--- config.mk ---
export PLATFORM = sky130hd
export DESIGN_NAME = tpumac_pipe
export DESIGN_NICKNAME = d
export VERILOG_FILES = /design/src/rtl/tpumac_pipe.sv
export SDC_FILE = /design/constraint.sdc
export NUM_CORES = 1
export LEC_CHECK = 0
export BUFFER_PORTS_ARGS = -buffer_cell sky130_fd_sc_hd__buf_2
export CORE_MARGIN = 4
export CORE_UTILIZATION = 40
export CTS_CLUSTER_DIAMETER = 100
export DETAILED_ROUTE_END_ITERATION = 12
export PLACE_DENSITY = 0.67
export SLEW_MARGIN = 20
export SYNTH_ARGS = -nofsm -noshare
export SYNTH_HDL_FRONTEND = slang
export SYNTH_SLANG_ARGS = --single-unit
--- constraint.sdc ---
create_clock -name clk -period 6.07 [get_ports clk]
set_input_delay 1.821 -clock clk [delete_from_list [all_inputs] [get_ports clk]]
set_output_delay 1.821 -clock clk [all_outputs]
set_load 0.02 [all_outputs]
--- src/rtl/tpumac_pipe.sv ---
// Two-stage multiply-accumulate cell for a systolic array: S1 registers the
// lane-summed products, S2 accumulates (or preloads) into Cout with optional saturation.
module tpumac_pipe #(
  parameter int BITS_AB = 8,
  parameter int BITS_C  = 16,
  parameter int LANES   = 1,
  parameter int SAT     = 1
) (
  input  logic                             clk,
  input  logic                             rst,
  input  logic                             en,
  input  logic                             WrEn,
  input  logic                             clr,
  input  logic                             in_valid,
  input  logic        [LANES*BITS_AB-1:0]  Ain,
  input  logic        [LANES*BITS_AB-1:0]  Bin,
  input  logic signed [BITS_C-1:0]         Cin,
  output logic        [LANES*BITS_AB-1:0]  Aout,
  output logic        [LANES*BITS_AB-1:0]  Bout,
  output logic signed [BITS_C-1:0]         Cout,
  output logic                             out_valid,
  output logic                             ovf
);

  localparam int PW = 2*BITS_AB + $clog2(LANES) + 1;
  localparam int SW = ((BITS_C > PW) ? BITS_C : PW) + 1;
  localparam logic signed [BITS_C-1:0] CMAX = {1'b0, {(BITS_C-1){1'b1}}};
  localparam logic signed [BITS_C-1:0] CMIN = {1'b1, {(BITS_C-1){1'b0}}};

  logic signed [PW-1:0]        psum_c;
  logic signed [2*BITS_AB-1:0] a_ext, b_ext, prod;

  logic                        s1_valid, s1_wren;
  logic signed [PW-1:0]        s1_psum;
  logic signed [BITS_C-1:0]    s1_cin;

  logic signed [SW-1:0]        sum_c;
  logic        [SW-BITS_C:0]   hi;
  logic                        range_ovf;
  logic signed [BITS_C-1:0]    acc_c;

  // Operands are widened to the product width so the low half of the
  // multiply is the exact signed product.
  always_comb begin
    psum_c = '0;
    a_ext  = '0;
    b_ext  = '0;
    prod   = '0;
    for (int unsigned i = 0; i < LANES; i++) begin
      a_ext  = {{BITS_AB{Ain[i*BITS_AB + BITS_AB - 1]}}, Ain[i*BITS_AB +: BITS_AB]};
      b_ext  = {{BITS_AB{Bin[i*BITS_AB + BITS_AB - 1]}}, Bin[i*BITS_AB +: BITS_AB]};
      prod   = a_ext * b_ext;
      psum_c = psum_c + {{(PW-2*BITS_AB){prod[2*BITS_AB-1]}}, prod};
    end
  end

  // Out of range whenever the bits above the result sign are not a pure sign extension.
  always_comb begin
    sum_c     = {{(SW-BITS_C){Cout[BITS_C-1]}}, Cout}
              + {{(SW-PW){s1_psum[PW-1]}}, s1_psum};
    hi        = sum_c[SW-1:BITS_C-1];
    range_ovf = !((&hi) || !(|hi));
    if (range_ovf && (SAT != 0))
      acc_c = sum_c[SW-1] ? CMIN : CMAX;
    else
      acc_c = sum_c[BITS_C-1:0];
  end

  always_ff @(posedge clk) begin
    if (rst) begin
      Aout      <= '0;
      Bout      <= '0;
      Cout      <= '0;
      ovf       <= 1'b0;
      out_valid <= 1'b0;
      s1_valid  <= 1'b0;
      s1_wren   <= 1'b0;
      s1_psum   <= '0;
      s1_cin    <= '0;
    end else if (clr) begin
      Cout      <= '0;
      ovf       <= 1'b0;
      out_valid <= 1'b0;
      s1_valid  <= 1'b0;
      s1_wren   <= 1'b0;
    end else if (en) begin
      Aout      <= Ain;
      Bout      <= Bin;
      s1_valid  <= in_valid;
      s1_wren   <= WrEn;
      s1_psum   <= psum_c;
      s1_cin    <= Cin;
      out_valid <= s1_valid | s1_wren;
      if (s1_wren) begin
        Cout <= s1_cin;
        ovf  <= 1'b0;
      end else if (s1_valid) begin
        Cout <= acc_c;
        if (range_ovf) ovf <= 1'b1;
      end
    end
  end

endmodule

==> results of run 1 <==
critical path, delay by kind of cell:
family | cells | cell delay, ps
AO/OA/AOI/OAI | 3 | 430
buffers and inverters | 5 | 430
adder cells (fa/ha/maj) | 5 | 2350
AND/OR/NAND/NOR | 4 | 910
metrics by stage:
| stage | area [sq um] | power, uW |
|---|---|---|
| finish | 6780 | 2120 |
| global route | 6780 | 2330 |
| CTS | 6780 | 2140 |
| detailed placement | 6480 | 1610 |
| global placement | 6480 | 1590 |
| floorplan | 5830 | 1330 |
final timing paths:
| path | startpoint | end | slack [ps] | depth (start not counted) |
|---|---|---|---|---|
| worst max-delay path | Bin[3] | s1_psum[15] | 380 | 17 |
| worst min-delay path | s1_cin[3] | s1_cin[3] | 450 | 2 |
| worst max register to register | Cout[0] | Cout[14] | 2600 | 11 |
| worst min register to register | s1_cin[3] | s1_cin[3] | 450 | 2 |
state kept, by name, indices dropped and copies added (netlist names):
| name | flops |
|---|---|
| s1_valid | 1 |
| out_valid | 1 |
| s1_wren | 1 |
| Bout | 8 |
| ovf | 1 |
| Cout | 16 |
| s1_psum | 16 |
| Aout | 8 |
| s1_cin | 16 |
final cells by class:
cell class / count / share of cell area
timing repair buffer: 95 / 0.0790
multi-input combinational: 518 / 0.592
inverter: 93 / 0.0515
clock inverter: 6 / 0.00941
tap: 180 / 0.0332
sequential: 68 / 0.201
clock buffer: 10 / 0.0338
per-layer routing:
| layer | global-route usage | vias to the layer above |
|---|---|---|
| met2 | 0.296 | 121 |
| met1 | 0.259 | 2342 |
| met5 | 0 | - |
| met3 | 0.0307 | 21 |
| li1 | - | 2472 |
| met4 | 0.0624 | 0 |
power groups by stage:
| stage | Sequential, uW | Clock (uW) | Combinational (uW) |
|---|---|---|---|
| final | 522 | 527 | 1080 |
| after global routing | 524 | 553 | 1250 |
| after CTS | 522 | 535 | 1080 |
| after detailed placement | 531 | 0 | 1070 |
| after global placement | 531 | 0 | 1060 |
| after floorplan | 525 | 0 | 806 |
layout by cell type, fill, tap and decap left out, types with 9 or more instances in the layout:
cell,instances
nand2_1,124
and2_1,40
o21ai_0,24
dfxtp_1,68
o21ai_1,13
a21oi_1,71
inv_1,92
buf_4,24
nor2_1,20
buf_2,71
xnor2_1,18
fa_1,56
clkbuf_16,9
ha_1,45
nand3_1,10
kinds of logic (layout without fill, tap and decap cells):
family	count (synthesis)	count (layout)	share of synthesized area
muxes	2	2	0.00343
AOI/OAI and AO/OA	160	160	0.172
adders and majority gates	101	101	0.289
DFF	68	68	0.233
xor gates and xnor gates	25	25	0.0375
and+or+nand+nor	230	230	0.184
buffers and inverters	124	204	0.0807
==> impl_metrics.py, run 1 <==
metrics = {
    "pwr": {
        "p_per_area_nw_per_um2": 313,
        "switching_power_uw": 833,
        "p_int_uw": 1290,
        "p_comb_frac": 0.506,
        "irDropWorstVdd_mv": 0.176,
        "power_leakage_uw": 0.00316,
        "seqPwrFrac": 0.246,
        "swShare": 0.392,
        "power_frac_clock": 0.248,
    },
    "clocking": {
        "cts-root-buf": "clkbuf_16",
        "cts_buffers": 9,
        "cts_buffer_depth": 2,
        "hold_buffers": 0,
        "post_cts_buffers": 0,
        "cts_sinks": 68,
        "worstSkewPairLatency_ps": 330,
        "cts-htree-levels": 3,
        "cts-resized-gates": 0,
        "cts_tree": "yes",
        "path_clk_slew_ps": 60,
    },
    "sta": {
        "slew_headroom": 0.285,
        "slew_viol_final": 0,
        "tightest_slew_ps": 1070,
        "worst_slack_ps": 376,
        "period_share": 0.938,
        "fin_crit_ps": 5690,
        "final-setup-viol-count": 0,
        "finClkSkew_ps": 4.88,
        "rsz0062_at_grt": "no",
        "hold_viol_final": 0,
        "timing.setup.tns_ps": 0,
        "fin_hold_ws_ps": 452,
        "fmax_mhz": 176,
    },
    "floorplanning": {
        "start_util": 0.414,
        "die_area_sq_um": 16600,
        "core_area_sq_um": 14100,
        "die_w_microns": 129,
        "io_pins": 72,
        "die_h_microns": 129,
        "rows": 43,
    },
    "routing": {
        "drc": 0,
        "ant_nets": 0,
        "top_layer": "met4",
        "met3WireLength_microns": 707,
        "totalWireLength_microns": 14700,
        "wl_met1_microns": 7160,
        "drt_iter0_markers": 289,
        "first_pass_iters": 4,
        "met2WireLength_microns": 6540,
        "vias": 4956,
        "wl_per_cell_microns": 15.1,
        "via_per_inst": 5.11,
    },
    "final_layout": {
        "fin_cells": 970,
        "seq_area_sq_um": 1360,
        "area_growth_syn_to_layout_pct": 16.2,
        "drive_gt1_frac": 0.161,
        "num_antenna_cells": 0,
        "nFillCells": 1401,
        "fin_util": 0.481,
        "multi_input_area_sq_um": 4020,
        "finalNetCount": 924,
    },
    "grt": {
        "grt_max_degree": 53,
        "grt.overflow.total": 0,
        "grt_util_all_layers": 0.186,
        "grt_pass1_vias": 5033,
        "antenna_found_initial": 0,
        "grt_pass1_wl_microns": 24600,
    },
    "logic_synthesis": {
        "synth_commonest_cells": "124 x nand2_1, 92 x inv_1, 72 x a21oi_1",
        "synth.distinct_cells": 58,
        "syn_area_sq_um": 5830,
        "synth.top_cell.area_share": 0.233,
        "async_flop_share": 0,
        "synth.avg_cell_area_sq_um": 8.22,
        "yosys_warnings": 0,
        "synthFlopType": "dfxtp_1",
        "synth_area_leaders": "dfxtp_1 23%, fa_1 19%, ha_1 9.7%",
        "yosys.cell_count.top_type": "nand2_1",
        "netlist_instances": 710,
        "synth_nets": 849,
        "synth-seq-cells": 68,
        "ys_seq_area_frac": 0.233,
        "synth-edff-count": 0,
        "netlist.top_cell.by_area": "dfxtp_1",
    },
    "worst_setup_path": {
        "path_max_fanout": 7,
        "slowest_delay_ps": 550,
        "arrival_ps": 5970,
        "cpMaxStageDelayCell": "fa_1",
        "required_ps": 6350,
        "critPathKind": "input pin to flip-flop",
        "path_cells": "buf_2 > and2_1 > fa_1 > inv_1 > fa_1 > inv_1 > fa_1 > inv_1 > fa_1 > inv_1 > ha_1 > and2_1 > a31o_2 > a21oi_1 > a21oi_1 > or4_1 > nand3_1",
        "cp-end-kind": "flip-flop",
        "cp-start-kind": "input pin",
    },
    "min_path": {
        "hp-class": "flip-flop to flip-flop",
    },
    "placement": {
        "dpl.cell_count": 954,
        "routabilityCongestion": 0.896,
        "portBuffers": 71,
        "hpwl_microns": 11400,
        "dp_slack_ps": 41.0,
    },
    "outcome": {
        "status": "finished, final reports clean",
    },
    "run": {
        "cap_violations": 0,
    },
}
Note: power is estimated with default switching activity, not from simulation.
==> run 2: changes to the inputs <==
--- a/config.mk
+++ b/config.mk
@@ -10,6 +10,7 @@
 export CORE_UTILIZATION = 40
 export CTS_CLUSTER_DIAMETER = 100
 export DETAILED_ROUTE_END_ITERATION = 12
+export GPL_TIMING_DRIVEN = 0
 export PLACE_DENSITY = 0.67
 export SLEW_MARGIN = 20
 export SYNTH_ARGS = -nofsm -noshare
==> run 2 against run 1 <==
Global-route usage fell by 0.40 points. Final area is 1.6% lower. Die area stayed put. Cell count unchanged. Register-to-register slack improved by 290 ps. Fmax fell by 2.6%. Critical endpoint unchanged. Largest cell class unchanged. Largest power group unchanged.
==> impl_metrics.py, run 2 (same netlist as run 1, synthesis figures left out) <==
metrics = {
    "placement": {
        "hpwl_microns": 11500,
        "dp_slack_ps": -407,
        "routabilityCongestion": 0.893,
        "portBuffers": 65,
        "dpl.cell_count": 955,
    },
    "routing": {
        "drt_iter0_markers": 266,
        "ant_nets": 0,
        "drc": 0,
        "vias": 4898,
        "via_per_inst": 5.05,
        "totalWireLength_microns": 14500,
        "first_pass_iters": 5,
        "wl_per_cell_microns": 15.0,
    },
    "worst_setup_path": {
        "path_delay_family": "adder cells",
        "path_buf_inv": 5,
        "reg2reg_from": "Cout[0]",
        "crit_start": "Bin[3]",
        "cp-end-kind": "flip-flop",
        "slowest_delay_ps": 590,
        "required_ps": 6350,
        "arrival_ps": 6130,
        "path_max_fanout": 9,
        "cpMostUsedCell": "fa_1",
        "path_cells": "clkbuf_2 > and2_1 > fa_1 > inv_2 > fa_1 > inv_1 > fa_1 > inv_1 > fa_1 > inv_1 > ha_1 > a31o_2 > a21oi_1 > a21oi_1 > or4_1 > nand3_1",
        "cp-start-kind": "input pin",
        "critPathKind": "input pin to flip-flop",
        "cpMaxStageDelayCell": "fa_1",
    },
    "final_layout": {
        "drive_gt1_frac": 0.133,
        "layout_commonest_cell": "nand2_1",
        "finalNetCount": 925,
        "nFillCells": 1437,
        "seq_area_sq_um": 1360,
        "fin_cells": 970,
        "multi_input_area_sq_um": 4010,
        "mostFrequentLayoutCells": "124 x nand2_1, 91 x inv_1, 72 x a21oi_1, 68 x dfxtp_1, 66 x buf_2",
        "reg.largest.list": "Cout x16, s1_cin x16, s1_psum x16",
        "area_growth_syn_to_layout_pct": 14.3,
        "num_antenna_cells": 0,
    },
    "floorplanning": {
        "io_pins": 72,
        "rows": 43,
        "die_w_microns": 129,
        "die_h_microns": 129,
        "die_area_sq_um": 16600,
        "core_area_sq_um": 14100,
        "start_util": 0.414,
    },
    "grt": {
        "grt_util_all_layers": 0.182,
        "grt.overflow.total": 0,
        "antenna_found_initial": 0,
        "grt_max_degree": 13,
        "grt_pass1_vias": 4781,
        "grt_pass1_wl_microns": 23700,
    },
    "sta": {
        "period_share": 0.963,
        "hold_viol_final": 0,
        "rsz0062_at_grt": "no",
        "worst_slack_ps": 222,
        "slew_viol_final": 0,
        "tightest_slew_ps": 683,
        "fin_crit_ps": 5850,
        "finClkSkew_ps": 5.40,
        "fmax_mhz": 171,
        "final-setup-viol-count": 0,
        "slew_headroom": 0.542,
    },
    "min_path": {
        "hp-class": "flip-flop to flip-flop",
        "worstHoldStart": "s1_cin[11]",
    },
    "clocking": {
        "cts_sinks": 68,
        "cts-root-buf": "clkbuf_16",
        "cts-htree-levels": 3,
        "cts_buffers": 9,
        "post_cts_buffers": 0,
        "cts_buffer_depth": 2,
        "worstSkewPairLatency_ps": 340,
        "path_clk_slew_ps": 60,
        "cts_tree": "yes",
    },
    "pwr": {
        "irDropWorstVdd_mv": 0.255,
        "p_per_area_nw_per_um2": 304,
        "power_leakage_uw": 0.00305,
    },
    "outcome": {
        "status": "finished, final reports clean",
    },
    "run": {
        "cap_violations": 0,
    },
}
## run 2: changes by cell type in the layout (fill, tap and decap cells not counted), moves of 2 or more
cell / previous run / this run
clkinv_4: 0 / 2
clkbuf_1: 1 / 20
buf_4: 24 / 1
buf_2: 71 / 66
clkbuf_2: 0 / 5
buf_1: 0 / 4
## run 2: final timing paths
check / to / slack (ps) / cells past startpoint
max: s1_psum[15] / 220 / 16
min: s1_cin[11] / 450 / 2
max reg2reg: Cout[14] / 2890 / 12
min reg2reg: s1_cin[11] / 450 / 2
## run 2: per-layer routing
layer / global-route usage / share of wire / vias up
met5: 0 / 0 / -
met4: 0.0494 / 0.012 / 0
met3: 0.0369 / 0.057 / 13
met2: 0.287 / 0.46 / 103
met1: 0.255 / 0.48 / 2306
li1: - / - / 2476
## run 2: timing repair
action                     4_1_cts  5_1_grt
hold buffers                     0        0
pin swaps                        0        1
gates resized for setup          3        9
setup endpoints to repair        2        2
## run 2: stage by stage
step	total power [uW]	TNS [ps]	hold WS [ps]	area, sq um	utilization
6_report	2030	0	450	6670	0.473
5_1_grt	2220	0	467	6670	0.473
4_1_cts	2040	0	452	6660	0.472
3_5_place_dp	1540	-1300	444	6380	0.453
3_3_place_gp	1530	-1030	439	6380	0.453
2_1_floorplan	1330	0	431	5830	-
## run 2: worst min-delay path, stage by stage (launching register included)
cell and delay [ps]:
dfxtp_1 300, nand2_1 50, a21oi_1 50
## run 2: report_power, final
group	switching [uW]	internal (uW)	total, uW
clock	212	274	486
sequential	32.5	490	523
combinational	577	442	1020
## run 2: layout make-up
type,count,area share
Multi-Input combinational cell,518,0.601
Sequential cell,68,0.204
Timing Repair Buffer,65,0.0488
Clock inverter,6,0.00638
Clock buffer,9,0.0338
Tap cell,180,0.0338
Buffer,31,0.0191
Inverter,93,0.0529
